--- config.mk ---
export PLATFORM = sky130hd
export DESIGN_NAME = axil_cmd_seq
export DESIGN_NICKNAME = d
export VERILOG_FILES = /design/src/rtl/axil_cmd_seq.sv
export SDC_FILE = /design/constraint.sdc
export NUM_CORES = 1
export LEC_CHECK = 0
export ABC_AREA = 1
export BUFFER_PORTS_ARGS = -buffer_cell sky130_fd_sc_hd__buf_2
export CORE_UTILIZATION = 35
export DETAILED_ROUTE_END_ITERATION = 7
export PLACE_DENSITY_LB_ADDON = 0.08
export SETUP_SLACK_MARGIN = 0.4
export SYNTH_ARGS = -nofsm -noshare
export SYNTH_HDL_FRONTEND = slang
export SYNTH_SLANG_ARGS = --single-unit
--- constraint.sdc ---
create_clock -name aclk -period 4.2 [get_ports aclk]
set_clock_uncertainty 0.2 [all_clocks]
set_input_delay 0.21 -clock aclk [delete_from_list [all_inputs] [get_ports aclk]]
set_output_delay 0.21 -clock aclk [all_outputs]
set_load 0.05 [all_outputs]
--- src/rtl/axil_cmd_seq.sv ---
// -----------------------------------------------------------------------------
// axil_cmd_seq
//
// Command sequencer placed in front of the AXI4-Lite master's user port.
// Write/read commands are queued in a DEPTH-entry FIFO and issued to the
// master one at a time as single-cycle write/read pulses. The sequencer then
// waits for the matching completion pulse (or a TIMEOUT-cycle timeout) and
// presents the outcome on a valid/ready response port.
//
// Ports
//   aclk, aresetn            clock, asynchronous active-low reset
//   cmd_valid/cmd_ready      command push handshake
//   cmd_wr                   1 = write, 0 = read
//   cmd_addr, cmd_wdata      command word address / write data
//   write, read              one-cycle request pulses to the master
//   user_waddr, user_wdata   write address/data to the master (held until next issue)
//   user_raddr               read address to the master (held until next issue)
//   user_rdata               read data from the master, valid with rd_ready
//   wr_ready, rd_ready       completion pulses from the master
//   wr_error, rd_error       error flags, valid with the completion pulse
//   rsp_valid/rsp_ready      response handshake
//   rsp_wr                   response belongs to a write
//   rsp_rdata                read data (0 for writes, errors and timeouts)
//   rsp_err                  00 OK, 01 slave error, 10 timeout
//   fifo_count               occupied FIFO entries
//   busy                     FSM not idle or FIFO not empty
//   timeout_flag             sticky timeout indicator, cleared only by reset
// -----------------------------------------------------------------------------
module axil_cmd_seq #(
  parameter int DEPTH   = 8,
  parameter int TIMEOUT = 256
) (
  input  logic                     aclk,
  input  logic                     aresetn,
  input  logic                     cmd_valid,
  output logic                     cmd_ready,
  input  logic                     cmd_wr,
  input  logic [31:0]              cmd_addr,
  input  logic [31:0]              cmd_wdata,
  output logic                     write,
  output logic                     read,
  output logic [31:0]              user_waddr,
  output logic [31:0]              user_wdata,
  output logic [31:0]              user_raddr,
  input  logic [31:0]              user_rdata,
  input  logic                     wr_ready,
  input  logic                     rd_ready,
  input  logic                     wr_error,
  input  logic                     rd_error,
  output logic                     rsp_valid,
  input  logic                     rsp_ready,
  output logic                     rsp_wr,
  output logic [31:0]              rsp_rdata,
  output logic [1:0]               rsp_err,
  output logic [$clog2(DEPTH):0]   fifo_count,
  output logic                     busy,
  output logic                     timeout_flag
);

  localparam int DATA_W = 32;
  localparam int AW     = $clog2(DEPTH);
  localparam int TW     = (TIMEOUT > 2) ? $clog2(TIMEOUT) : 1;
  localparam int ENT_W  = 1 + 2 * DATA_W;

  localparam logic [AW:0]   FULL_CNT = (AW + 1)'(DEPTH);
  localparam logic [TW-1:0] TMO_LAST = TW'(TIMEOUT - 1);

  localparam logic [1:0] ERR_TIMEOUT = 2'b10;

  typedef enum logic [1:0] {
    S_IDLE,
    S_ISSUE,
    S_WAIT,
    S_RESP
  } state_t;

  // Read data is only meaningful for a successful read; everything else
  // reports zero so the consumer never sees stale bus values.
  function automatic logic [DATA_W-1:0] rsp_data_sel(
    input logic              is_wr,
    input logic              err,
    input logic [DATA_W-1:0] data
  );
    return (!is_wr && !err) ? data : '0;
  endfunction

  state_t              state_q;
  state_t              state_d;

  logic [ENT_W-1:0]    mem [DEPTH];
  logic [AW-1:0]       wr_ptr;
  logic [AW-1:0]       rd_ptr;
  logic [ENT_W-1:0]    head;
  logic                head_wr;
  logic [DATA_W-1:0]   head_addr;
  logic [DATA_W-1:0]   head_data;

  logic                push;
  logic                pop;
  logic                done;
  logic                tmo;
  logic                cur_wr_q;
  logic                cur_err;
  logic [TW-1:0]       timer_q;

  assign cmd_ready = (fifo_count != FULL_CNT);
  assign push      = cmd_valid && cmd_ready;
  assign busy      = (state_q != S_IDLE) || (fifo_count != '0);

  assign head      = mem[rd_ptr];
  assign head_wr   = head[ENT_W-1];
  assign head_addr = head[2*DATA_W-1:DATA_W];
  assign head_data = head[DATA_W-1:0];

  assign cur_err   = cur_wr_q ? wr_error : rd_error;

  // FIFO storage holds data only and needs no reset.
  always_ff @(posedge aclk) begin
    if (push) begin
      mem[wr_ptr] <= {cmd_wr, cmd_addr, cmd_wdata};
    end
  end

  // Next-state and pulse outputs.
  always_comb begin
    state_d   = state_q;
    pop       = 1'b0;
    write     = 1'b0;
    read      = 1'b0;
    rsp_valid = 1'b0;
    done      = 1'b0;
    tmo       = 1'b0;
    case (state_q)
      S_IDLE: begin
        if (fifo_count != '0) begin
          pop     = 1'b1;
          state_d = S_ISSUE;
        end
      end
      S_ISSUE: begin
        write   = cur_wr_q;
        read    = !cur_wr_q;
        state_d = S_WAIT;
      end
      S_WAIT: begin
        // Only the completion pulse matching the outstanding type counts;
        // it also takes priority over a timeout in the same cycle.
        done = cur_wr_q ? wr_ready : rd_ready;
        if (done) begin
          state_d = S_RESP;
        end else if (timer_q == TMO_LAST) begin
          tmo     = 1'b1;
          state_d = S_RESP;
        end
      end
      S_RESP: begin
        rsp_valid = 1'b1;
        if (rsp_ready) begin
          state_d = S_IDLE;
        end
      end
      default: state_d = S_IDLE;
    endcase
  end

  // State, FIFO bookkeeping, command and response registers.
  always_ff @(posedge aclk or negedge aresetn) begin
    if (!aresetn) begin
      state_q      <= S_IDLE;
      wr_ptr       <= '0;
      rd_ptr       <= '0;
      fifo_count   <= '0;
      timer_q      <= '0;
      cur_wr_q     <= 1'b0;
      timeout_flag <= 1'b0;
      user_waddr   <= '0;
      user_wdata   <= '0;
      user_raddr   <= '0;
      rsp_wr       <= 1'b0;
      rsp_err      <= '0;
      rsp_rdata    <= '0;
    end else begin
      state_q <= state_d;

      if (push) begin
        wr_ptr <= wr_ptr + 1'b1;
      end
      if (pop) begin
        rd_ptr <= rd_ptr + 1'b1;
      end
      case ({push, pop})
        2'b10:   fifo_count <= fifo_count + 1'b1;
        2'b01:   fifo_count <= fifo_count - 1'b1;
        default: fifo_count <= fifo_count;
      endcase

      // Loading only the side that matches the command type keeps the other
      // address/data outputs stable across commands of the other type.
      if (pop) begin
        cur_wr_q <= head_wr;
        if (head_wr) begin
          user_waddr <= head_addr;
          user_wdata <= head_data;
        end else begin
          user_raddr <= head_addr;
        end
      end

      if (state_q == S_ISSUE) begin
        timer_q <= '0;
      end else if (state_q == S_WAIT && !done && !tmo) begin
        timer_q <= timer_q + 1'b1;
      end

      if (done) begin
        rsp_wr    <= cur_wr_q;
        rsp_err   <= {1'b0, cur_err};
        rsp_rdata <= rsp_data_sel(cur_wr_q, cur_err, user_rdata);
      end else if (tmo) begin
        rsp_wr       <= cur_wr_q;
        rsp_err      <= ERR_TIMEOUT;
        rsp_rdata    <= '0;
        timeout_flag <= 1'b1;
      end
    end
  end

endmodule

* Word level (Yosys, flattened, before mapping)
Memories as Yosys holds them, arrays and structs flattened.
Index checks and enable logic that the tools add are counted.
** Word-level totals
- Memories :: 1
- RAM bits :: 520
- Word-level logic and storage cells :: 78
- Bits of input ports :: 105
- Flip-flop bits (word level) :: 153
** Memory list
- mem :: words 8, width 65, rd ports 1, clocked after Yosys merged registers in 0, write ports 1, line 90 : logic [ENT_W-1:0] mem [DEPTH];
** Cells by class
- Reductions and logical operators :: 19
- Muxes and demuxes :: 28
- Bitwise logic cells :: 2
- Add/subtract/negate cells :: 5
- Equal/unequal tests :: 10
** Operators by type and width (number)
- $mux W32 :: 3
- $mux W8 :: 2
- $mux W1 :: 15
- $mux W2 :: 6
- $add A8 B1 Y8 const B :: 1
- $eq A8 B8 Y1 const B :: 1
- $pmux W2 S4 :: 1
- $pmux W4 S2 :: 1
- $reduce_bool A2 Y1 :: 4
- $add A3 B1 Y3 const B :: 2
- $eq A2 B2 Y1 const B :: 3
- $reduce_and A2 Y1 :: 3
- $add A4 B1 Y4 const B :: 1
- $eq A2 B1 Y1 const B :: 2
- $logic_and A1 B1 Y1 :: 4
- $logic_not A1 Y1 :: 4
- $ne A2 B2 Y1 const B :: 2
- $ne A4 B4 Y1 const B :: 1
- $reduce_bool A4 Y1 :: 1
- $sub A4 B1 Y4 const B :: 1
- $ne A3 B3 Y1 const B :: 1
- $reduce_and A3 Y1 :: 1
- $logic_not A2 Y1 :: 1
- $not A1 Y1 :: 2
- $logic_or A1 B1 Y1 :: 1

* Logic depth before layout (Yosys ltp)
Gate-level depths: netlist (run 1).
- Word-level depth :: 8
- Depth in mapped cells :: 15
- Mapped depth without buffers :: 13

* Least setup slack after synthesis (run 1)
No wires, ideal clock.
- Path kind :: reg-to-reg
- Start point :: register fifo_count[1]
- End point :: memory mem[0][0] (netlist name), enable pin
- Path slack :: -1.027 ns
- Path buffers :: 0
- Stages on the path, launching flop included :: 6
- Data arrival time :: 4.539 ns
- Period minus slack after synthesis :: 5.227 ns
- Cell sequence :: dfrtp_1 nor2_2 nand3_1 nand2_1 or2_2 nor2_1
** Between the ends
- Word-level cells in the longest chain between the ends :: 4
** Ends and longest elaborated chain
- start, declared :: line 55 : output logic [$clog2(DEPTH):0] fifo_count,
- start signal, assigned :: line 192 : 2'b10: fifo_count <= fifo_count + 1'b1;
- start signal, assigned :: line 193 : 2'b01: fifo_count <= fifo_count - 1'b1;
- start signal, assigned :: line 194 : default: fifo_count <= fifo_count;
- $ne A4 B4 Y1 :: line 106 : assign cmd_ready = (fifo_count != FULL_CNT);
- named net cmd_ready :: line 36 : output logic cmd_ready,
- $logic_and A1 B1 Y1 :: line 107 : assign push = cmd_valid && cmd_ready;
- $mux W1 :: line 119 : if (push) begin
- $mux W1 (implied by the code) :: line 120 : mem[wr_ptr] <= {cmd_wr, cmd_addr, cmd_wdata};
- end, declared :: line 90
The timed path passes the listed nets, and every way through them passes these cells.

* Final worst setup path (run 1)
- Start point :: register cur_wr_q
- End point :: register rsp_rdata[29]
** Between the ends
- Word-level cells in the longest chain between the ends :: 5
** Ends and longest elaborated chain
- start, declared :: line 102 : logic cur_wr_q;
- start signal, assigned :: line 200 : cur_wr_q <= head_wr;
- $mux W1 :: line 115 : assign cur_err = cur_wr_q ? wr_error : rd_error;
- $logic_not A1 Y1 :: line 84 : return (!is_wr && !err) ? data : '0;
- $logic_and A1 B1 Y1 :: line 84
- $mux W32 :: line 84
- $mux W32 :: line 215 : if (done) begin
- end signal, assigned :: line 218 : rsp_rdata <= rsp_data_sel(cur_wr_q, cur_err, user_rdata);
- end, declared :: line 53 : output logic [31:0] rsp_rdata,
Parallel ways exist; a longest one is shown, timed or not.
A chain may end at the register's enable or synchronous reset.

==> flow_summary.json, run 1 <==
{
  "status": "finished clean",
  "via_per_inst": 4.55,
  "cp.required_ns": 4.53,
  "grt_pass1_vias": 20166,
  "grt-ovfl-total": 0,
  "die-area_mm2": 0.0843,
  "post-route-min-period_ns": 3.48,
  "endpoint_kind": "register",
  "vias": 20454,
  "drt-initial-drc-count": 1158,
  "clk-insertion-delay-late_ns": 0.61,
  "antenna_found_initial": 7,
  "hold_viol": 0,
  "fin_nets": 3471,
  "cts_sinks": 673,
  "multi_input_area_mm2": 0.00682,
  "tns_ns": 0,
  "port_buffers": 245,
  "report.final.slew_viol_count": 0,
  "ant_nets": 0,
  "ir_drop_uv": 441,
  "arrival_ns": 3.81,
  "seq_area_mm2": 0.0195,
  "layout-drive-gt1-share_pct": 12.1,
  "power_leakage_nw": 16.7,
  "synth_area_leaders": "edfxtp_1 (54%), nand2_1 (15%), dfrtp_1 (13%)",
  "drc": 0,
  "pre_cts_ws_ns": 1.18,
  "synth.most_common_cell": "nand2_1",
  "path_class": "reg -> reg",
  "syn_to_final_growth_pct": 21.7,
  "startpoint": "cur_wr_q",
  "place_area_mm2": 0.0316,
  "grt_pass1_wl_um": 122000,
  "worst_slack_ns": 0.718,
  "synth.top_cells.by_count": "nand2_1 (1,128), inv_1 (579), edfxtp_1 (520), nand3_1 (372), dfrtp_1 (153)",
  "crit_end": "rsp_rdata[29]",
  "r2r-start": "cur_wr_q",
  "synth_top_area_share_pct": 53.7,
  "ff2ff_setup_slack_ns": 0.72,
  "syn-num-nets": 3109,
  "cts_max_level": 3,
  "syn_area_per_cell_um2": 9.72,
  "synth_cell_type_count": 31,
  "die_x_um": 290,
  "post-dp-hpwl_um": 42300,
  "dr.pass1.iters": 5,
  "die_height_um": 290,
  "clk_pin_slew_ns": 0.06,
  "hold_path_class": "in -> async",
  "grtUsageTotal_pct": 18.9,
  "finalNonFillerCells": 4494,
  "maxCapViolCount": 0,
  "tightest_slew_ns": 1.14,
  "start_util_pct": 35.4,
  "synth_area_mm2": 0.0291,
  "start_kind": "register",
  "ff2ff_path_depth": 8,
  "fin_crit_sh_pct": 82.9,
  "place_inst": 4208,
  "async_flop_share_pct": 22.7,
  "grt_max_degree": 223,
  "core_mm2": 0.0822,
  "place_congestion": 0.764,
  "r2r-end": "rsp_rdata[29]",
  "worstPathMaxFanout": 32,
  "numCtsBuffers": 78,
  "syn_inst": 2993,
  "max_freq_ghz": 0.287,
  "synth_seq_cells": 673,
  "finish.utilization_pct": 43.1,
  "cts_resized": 0,
  "clk_path_buf_depth": 3,
  "synthFlopType": "edfxtp_1",
  "pin_count": 246,
  "ys_seq_area_share_pct": 66.8,
  "rsz0062_at_grt": "true",
  "rows": 105,
  "ys.warnings.count": 0,
  "fin_area_mm2": 0.0354,
  "synth_largest_area_cell": "edfxtp_1",
  "setup_viol": 0,
  "wirelength_um": 79600,
  "slew_headroom_pct": 24.0,
  "powerDensity_mw_per_mm2": 752,
  "cts_setup_buffers": 0,
  "cts_root_buf": "clkbuf_16",
  "synth_edf_count": 520,
  "fillers": 7928,
  "wl_per_cell_um": 17.7,
  "cts_tree": "built"
}
-- metrics by stage --
stage / power [W] / hold WS [ns]
after global routing: 0.0283 / 0.152
after CTS: 0.0271 / 0.0959
after floorplan: 0.0168 / -0.286
after detailed placement: 0.0202 / 0.184
final: 0.0266 / 0.0907
after global placement: 0.0201 / 0.179
-- sequential cells by signal, summed over array words and instances (netlist names) --
signal        flops
rsp_err           2
user_wdata       32
mem             520
cur_wr_q          1
timer_q           8
user_raddr       32
user_waddr       32
rsp_wr            1
timeout_flag      1
rsp_rdata        32
rd_ptr            3
wr_ptr            3
state_q           2
fifo_count        4
-- worst max-delay path: stages, from the launching register on --
cell           delay (ns)
dfrtp_1              0.54
nand2_1              0.09
nand2_1              0.10
dlygate4sd3_1        0.57
nand2_1              0.15
nor3_4               0.89
nand2_1              0.14
dlygate4sd3_1        0.63
o21ai_0              0.08
-- per-layer routing --
metal / share of wire (%) / up-vias / track usage (%)
met1: 45 / 9872 / 24.8
li1: - / 10094 / -
met4: 2.2 / 8 / 5.20
met2: 49 / 363 / 32.5
met3: 3.4 / 117 / 2.71
met5: 0.060 / - / 0
-- kinds of logic after synthesis --
logic type	after synthesis	share of synthesized area, %
flip-flops	673	66.8
AND/OR/NAND/NOR	1528	21.4
buffers and inverters	721	10.0
multiplexers	1	0.0344
AO/OA/AOI/OAI	50	0.946
XOR/XNOR	9	0.271
adder cells (fa/ha/maj)	11	0.473
-- power breakdown --
part / internal (W) / switching [W]
registers: 0.00864 / 0.000708
clock network: 0.00396 / 0.00268
logic: 0.00266 / 0.00800
-- cell type report --
type                            instances  share of cell area, %
Clock inverter                         30                  0.784
Inverter                              585                   6.22
Antenna cell                            3                 0.0212
Sequential cell                       673                   54.9
Clock buffer                          116                   6.26
Tap cell                             1070                   3.78
Multi-Input combinational cell       1599                   19.2
Timing Repair Buffer                  418                   8.78
-- timing repair --
| action | in CTS | in global routing |
|---|---|---|
| hold buffers | 137 | 0 |
| endpoints found under the setup margin | 0 | 1 |
| hold endpoints to repair | 637 | 0 |
-- cell usage in the layout (no fill, tap or decap), types with 2 or more instances in the layout --
cell / instances
buf_2: 244
bufinv_16: 5
o21ai_0: 37
buf_12: 19
dlygate4sd3_1: 137
dfrtp_4: 2
dfrtp_1: 150
inv_2: 5
nand4_1: 5
clkbuf_1: 29
clkbuf_8: 6
nand3_1: 371
nor2_1: 9
a21oi_1: 2
nand2_1: 1128
clkinv_2: 11
clkbuf_16: 81
o21ai_1: 7
clkinv_1: 10
diode_2: 3
buf_4: 17
inv_6: 5
xor2_1: 7
nor2_4: 8
inv_1: 578
xnor2_1: 2
edfxtp_1: 520
ha_1: 11
nand2_2: 2
-- worst min-delay path by stage --
stage / slack (ns) / endpoint / from
floorplan: -0.29 / cur_wr_q / aresetn
global placement: 0.18 / user_raddr[11] / aresetn
detailed placement: 0.18 / user_raddr[11] / aresetn
CTS: 0.1 / user_waddr[6] / aresetn
global route: 0.15 / user_waddr[9] / aresetn
finish: 0.09 / user_waddr[9] / aresetn
No activity file was read; power rests on OpenSTA's default activity.
==> inputs of run 2 (changes only) <==
==> constraint.sdc (replaced) <==
create_clock -name aclk -period 3.3 [get_ports aclk]
set_clock_uncertainty 0.2 [all_clocks]
set_input_delay 0.165 -clock aclk [delete_from_list [all_inputs] [get_ports aclk]]
set_output_delay 0.165 -clock aclk [all_outputs]
set_load 0.05 [all_outputs]
==> flow_summary.json, run 2 (synthesized netlist as in run 1, its figures left out) <==
{
  "tightest_slew_ns": 1.12,
  "fin_hold_ws_ns": 0.173,
  "antenna_found_initial": 5,
  "tns_ns": 0,
  "wl_met2_um": 39100,
  "topRoutingLayerUsed": "met5",
  "hold_viol": 0,
  "hold_path_class": "in -> reg",
  "cts_max_level": 3,
  "core_mm2": 0.0822,
  "numCtsBuffers": 78,
  "clk_path_buf_depth": 3,
  "drt-initial-drc-count": 1076,
  "largest_reg_flops": 520,
  "die_height_um": 290,
  "crit_chain": "inv_1 > ha_2 > inv_1 > nor2_1 > dlygate4sd3_1 > nand4_1 > nand3_1 > o21ai_0 > dlygate4sd3_1",
  "power_leakage_nw": 16.8,
  "post-route-min-period_ns": 2.72,
  "fin_nets": 3481,
  "switchingPower_w": 0.0145,
  "power_frac_comb_pct": 40.4,
  "ff2ff_setup_slack_ns": 0.58,
  "min_to": "mem[5][11]",
  "arrival_ns": 3.01,
  "status": "finished clean",
  "start_util_pct": 35.4,
  "setup_viol": 0,
  "vias": 20411,
  "p_clk_share_pct": 24.7,
  "place_congestion": 0.772,
  "cp.required_ns": 3.58,
  "layout-drive-gt1-share_pct": 12.5,
  "drc": 0,
  "internal_power_w": 0.0195,
  "whs_path_depth": 2,
  "wl_met1_um": 35700,
  "ff2ff_path_depth": 9,
  "report.final.slew_viol_count": 0,
  "syn_to_final_growth_pct": 22.2,
  "post-dp-hpwl_um": 42000,
  "rows": 105,
  "slew_headroom_pct": 25.5,
  "grt_pass1_wl_um": 123000,
  "cts_root_buf": "clkbuf_16",
  "seqPwrFrac_pct": 34.9,
  "max_freq_ghz": 0.367,
  "cts_setup_buffers": 0,
  "grt-ovfl-total": 0,
  "slowest_stage": "dlygate4sd3_1",
  "via_per_inst": 4.54,
  "clk_pin_slew_ns": 0.06,
  "powerDensity_mw_per_mm2": 955,
  "grtUsageTotal_pct": 19.0,
  "r2r-end": "rsp_err[0]",
  "port_buffers": 245,
  "wirelength_um": 79600,
  "dr.pass1.iters": 7,
  "endpoint_kind": "register",
  "start_kind": "register",
  "cts_sinks": 673,
  "rsz0062_at_grt": "false",
  "critical_path.max_stage_delay_ns": 0.56,
  "regMostFlops": "mem",
  "ant_nets": 0,
  "min-delay-start": "cmd_wdata[11]",
  "fin_crit_sh_pct": 82.5,
  "maxCapViolCount": 0,
  "grt_pass1_vias": 20309,
  "met3_length_um": 2620,
  "pin_count": 246,
  "wl_per_cell_um": 17.7,
  "die-area_mm2": 0.0843,
  "worstPathMaxFanout": 4,
  "r2r-start": "state_q[0]",
  "switching_share_pct": 42.7,
  "path_class": "reg -> reg",
  "clk-insertion-delay-late_ns": 0.60,
  "ir_drop_uv": 598,
  "grt_max_degree": 219,
  "final_common_cell": "nand2_1",
  "mostFrequentLayoutCells": "nand2_1 (1,127), inv_1 (578), edfxtp_1 (520)",
  "cts_tree": "built",
  "die_x_um": 290
}
-- run 2: cell types whose count changed in the layout (fill, tap and decap cells not counted), moves of 3 or more --
cell | previous run | this run
clkbuf_16 | 81 | 84
dfrtp_1 | 150 | 146
inv_6 | 5 | 1
bufinv_16 | 5 | 2
dfrtp_2 | 1 | 5
buf_4 | 17 | 20
buf_12 | 19 | 23
-- run 2: critical path, delay by kind of cell, from the launching register on --
kind	cells	cell delay, ns
flops	1	0.41
fa+ha+maj	1	0.22
buf+inv	4	1.31
simple gates	3	0.40
compound gates	1	0.07
-- run 2: layout make-up --
cell class	instances	area, um^2
clock inverter	23	155
timing repair buffer	428	3260
fill	7840	46700
multi-input combinational	1599	6840
clock buffer	119	2310
inverter	585	2200
antenna	3	7.51
tap	1070	1340
sequential	673	19500
-- run 2: per-layer routing --
layer | vias to the layer above | track usage [%]
met4 | 4 | 5.79
li1 | 10112 | -
met3 | 143 | 2.75
met2 | 353 | 32.9
met1 | 9799 | 24.7
met5 | - | 0
-- run 2: power by group through the flow --
stage          Clock [W]  Sequential, W  Combinational (W)
2_1_floorplan          0         0.0142            0.00718
3_3_place_gp           0         0.0120             0.0137
3_5_place_dp           0         0.0120             0.0138
4_1_cts          0.00863         0.0119             0.0140
5_1_grt          0.00893         0.0120             0.0152
6_report         0.00838         0.0119             0.0137
-- run 2: metrics by stage --
| step | area (um^2) | util (%) | power, W | cells | worst slack, ns |
|---|---|---|---|---|---|
| finish | 35600 | 43.3 | 0.0340 | 4500 | 0.577 |
| global route | 35600 | 43.3 | 0.0361 | 4499 | 0.436 |
| CTS | 35600 | 43.2 | 0.0345 | 4497 | 0.533 |
| detailed placement | 31700 | 38.5 | 0.0258 | 4215 | 0.763 |
| global placement | 31700 | 38.5 | 0.0257 | 4215 | 0.815 |
| floorplan | 29200 | - | 0.0214 | 2993 | 0.401 |
-- run 2: worst max path at each step --
stage             startpoint          to  slack (ns)  cells after the start
6_report          state_q[0]  rsp_err[0]        0.58                      9
5_1_grt           state_q[0]  rsp_err[0]        0.44                      9
4_1_cts           state_q[0]  rsp_err[0]        0.53                      9
3_5_place_dp   fifo_count[1]   mem[5][4]        0.76                      7
3_3_place_gp   fifo_count[0]   mem[5][4]        0.81                      7
2_1_floorplan  fifo_count[2]   mem[0][0]        0.40                      5
-- run 2: what timing repair did --
action                                  in CTS  in global routing
endpoints found under the setup margin       0                  1
hold buffers                               140                  0
hold endpoints to repair                   714                  0
resized for setup                            0                  1
==> inputs of run 3 (changes only) <==
==> constraint.sdc (replaced) <==
create_clock -name aclk -period 2.51 [get_ports aclk]
set_clock_uncertainty 0.2 [all_clocks]
set_input_delay 0.1255 -clock aclk [delete_from_list [all_inputs] [get_ports aclk]]
set_output_delay 0.1255 -clock aclk [all_outputs]
set_load 0.05 [all_outputs]
==> flow_summary.json, run 3 (synthesized netlist as in run 1, its figures left out) <==
{
  "cpMostUsedCell": "buf_4",
  "post-route-min-period_ns": 2.12,
  "max_freq_ghz": 0.473,
  "wl_per_cell_um": 18.0,
  "grt_max_degree": 129,
  "grt_pass1_vias": 20422,
  "clk_pin_slew_ns": 0.06,
  "mostFrequentLayoutCells": "nand2_1 (1,125), inv_1 (573), edfxtp_1 (520)",
  "antenna_found_initial": 5,
  "hold_path_class": "in -> reg",
  "dr.pass1.iters": 6,
  "die-area_mm2": 0.0843,
  "power_leakage_nw": 17.0,
  "report.final.slew_viol_count": 0,
  "cts_sinks": 673,
  "regMostFlops": "mem",
  "syn_to_final_growth_pct": 23.3,
  "arrival_ns": 1.79,
  "p_total_w": 0.0460,
  "port_buffers": 245,
  "clk-insertion-delay-late_ns": 0.62,
  "grtUsageTotal_pct": 18.6,
  "grt-ovfl-total": 0,
  "core_mm2": 0.0822,
  "antennaDiodeCount": 0,
  "critical_path.max_stage_delay_ns": 0.39,
  "fin_nets": 3483,
  "vias": 20463,
  "cp.required_ns": 2.18,
  "layout-drive-gt1-share_pct": 14.1,
  "post-dp-hpwl_um": 42500,
  "place_congestion": 0.790,
  "drc": 0,
  "via_per_inst": 4.55,
  "drt-initial-drc-count": 1219,
  "ir_drop_uv": 771,
  "fin_crit_sh_pct": 84.3,
  "numCtsBuffers": 78,
  "slew_headroom_pct": 36.0,
  "wirelength_um": 80800,
  "maxCapViolCount": 0,
  "grt_pass1_wl_um": 121000,
  "ant_nets": 0,
  "hold_viol": 0,
  "worstPathMaxFanout": 4,
  "powerDensity_mw_per_mm2": 1280,
  "endpoint_kind": "primary output",
  "fin_area_mm2": 0.0359,
  "pin_count": 246,
  "cts_root_buf": "clkbuf_16",
  "fillers": 7925,
  "die_height_um": 290,
  "clk_path_buf_depth": 3,
  "place_area_mm2": 0.0318,
  "cts_tree": "built",
  "status": "finished clean",
  "slowest_stage": "dfrtp_1",
  "rows": 105,
  "die_x_um": 290,
  "tightest_slew_ns": 0.960,
  "final_common_cell": "nand2_1",
  "start_util_pct": 35.4,
  "setup_viol": 0,
  "rsz0062_at_grt": "true",
  "cts_max_level": 3,
  "largest_reg_flops": 520,
  "start_kind": "register",
  "crit_chain": "buf_4 > ha_1 > inv_2 > nor2_1 > buf_4",
  "tns_ns": 0,
  "path_class": "reg -> out"
}
run 3: changes by cell type in the layout (fill, tap and decap cells not counted), sizes merged:
cell	change
clkinvlp	+2
inv	+4
clkinv	-4
bufbuf	+2
buf	+25
dlygate4sd3	-33
diode	-3
clkbuf	+5
run 3: per-stage QoR:
step | utilization (%) | hold WS (ns) | instances | worst slack, ns
after global placement | 38.7 | -0.172 | 4222 | 0.226
after detailed placement | 38.7 | -0.169 | 4222 | 0.215
after floorplan | - | -0.370 | 2993 | -0.341
after global routing | 43.6 | 0.0497 | 4498 | 0.322
after CTS | 43.2 | 0.0250 | 4479 | 0.377
final | 43.6 | 0.0708 | 4498 | 0.395
run 3: cell type report:
cell class | count | area (um^2) | area share, %
tap | 1070 | 1340 | 3.73
clock buffer | 116 | 2270 | 6.32
timing repair buffer | 430 | 3520 | 9.80
multi-input combinational | 1599 | 6900 | 19.2
clock inverter | 25 | 198 | 0.551
inverter | 585 | 2210 | 6.17
sequential | 673 | 19500 | 54.2
run 3: worst max-delay path: cells and delay by family (launching register included):
family | cells | cell delay [ns]
flip-flops | 1 | 0.39
AND/OR/NAND/NOR | 1 | 0.09
buffers and inverters | 3 | 0.42
adder cells (fa/ha/maj) | 1 | 0.27
run 3: power by group:
group / internal, W / switching (W) / total, W
registers: 0.0145 / 0.000960 / 0.0154
clock network: 0.00646 / 0.00449 / 0.0110
logic: 0.00542 / 0.0142 / 0.0196
total: 0.0263 / 0.0196 / 0.0460
run 3: final timing paths:
| check | start | endpoint | slack (ns) | depth (start not counted) |
|---|---|---|---|---|
| max | state_q[0] | read | 0.39 | 5 |
| min | user_rdata[13] | rsp_rdata[13] | 0.07 | 4 |
| max reg2reg | state_q[0] | fifo_count[2] | 0.41 | 12 |
| min reg2reg | user_raddr[11] | user_raddr[11] | 0.27 | 2 |
| max in group asynchronous | aresetn | fifo_count[3] | 1.27 | 4 |
| min in group asynchronous | aresetn | user_raddr[10] | 0.43 | 4 |
run 3: what timing repair did:
item / in CTS / in global routing
cloned: 2 / 8
resized for setup: 18 / 22
setup endpoints to repair: 104 / 264
buffers inserted: 7 / 11
pin swaps: 5 / 6
endpoints found under the hold margin: 719 / 0
hold buffers: 107 / 0
run 3: per-layer routing:
layer | up-vias | part of all wire, % | track usage, %
li1 | 10100 | - | -
met1 | 9854 | 46 | 24.4
met2 | 370 | 48 | 31.5
met3 | 131 | 3.5 | 2.94
met4 | 8 | 2.6 | 5.51
met5 | - | 0.054 | 0
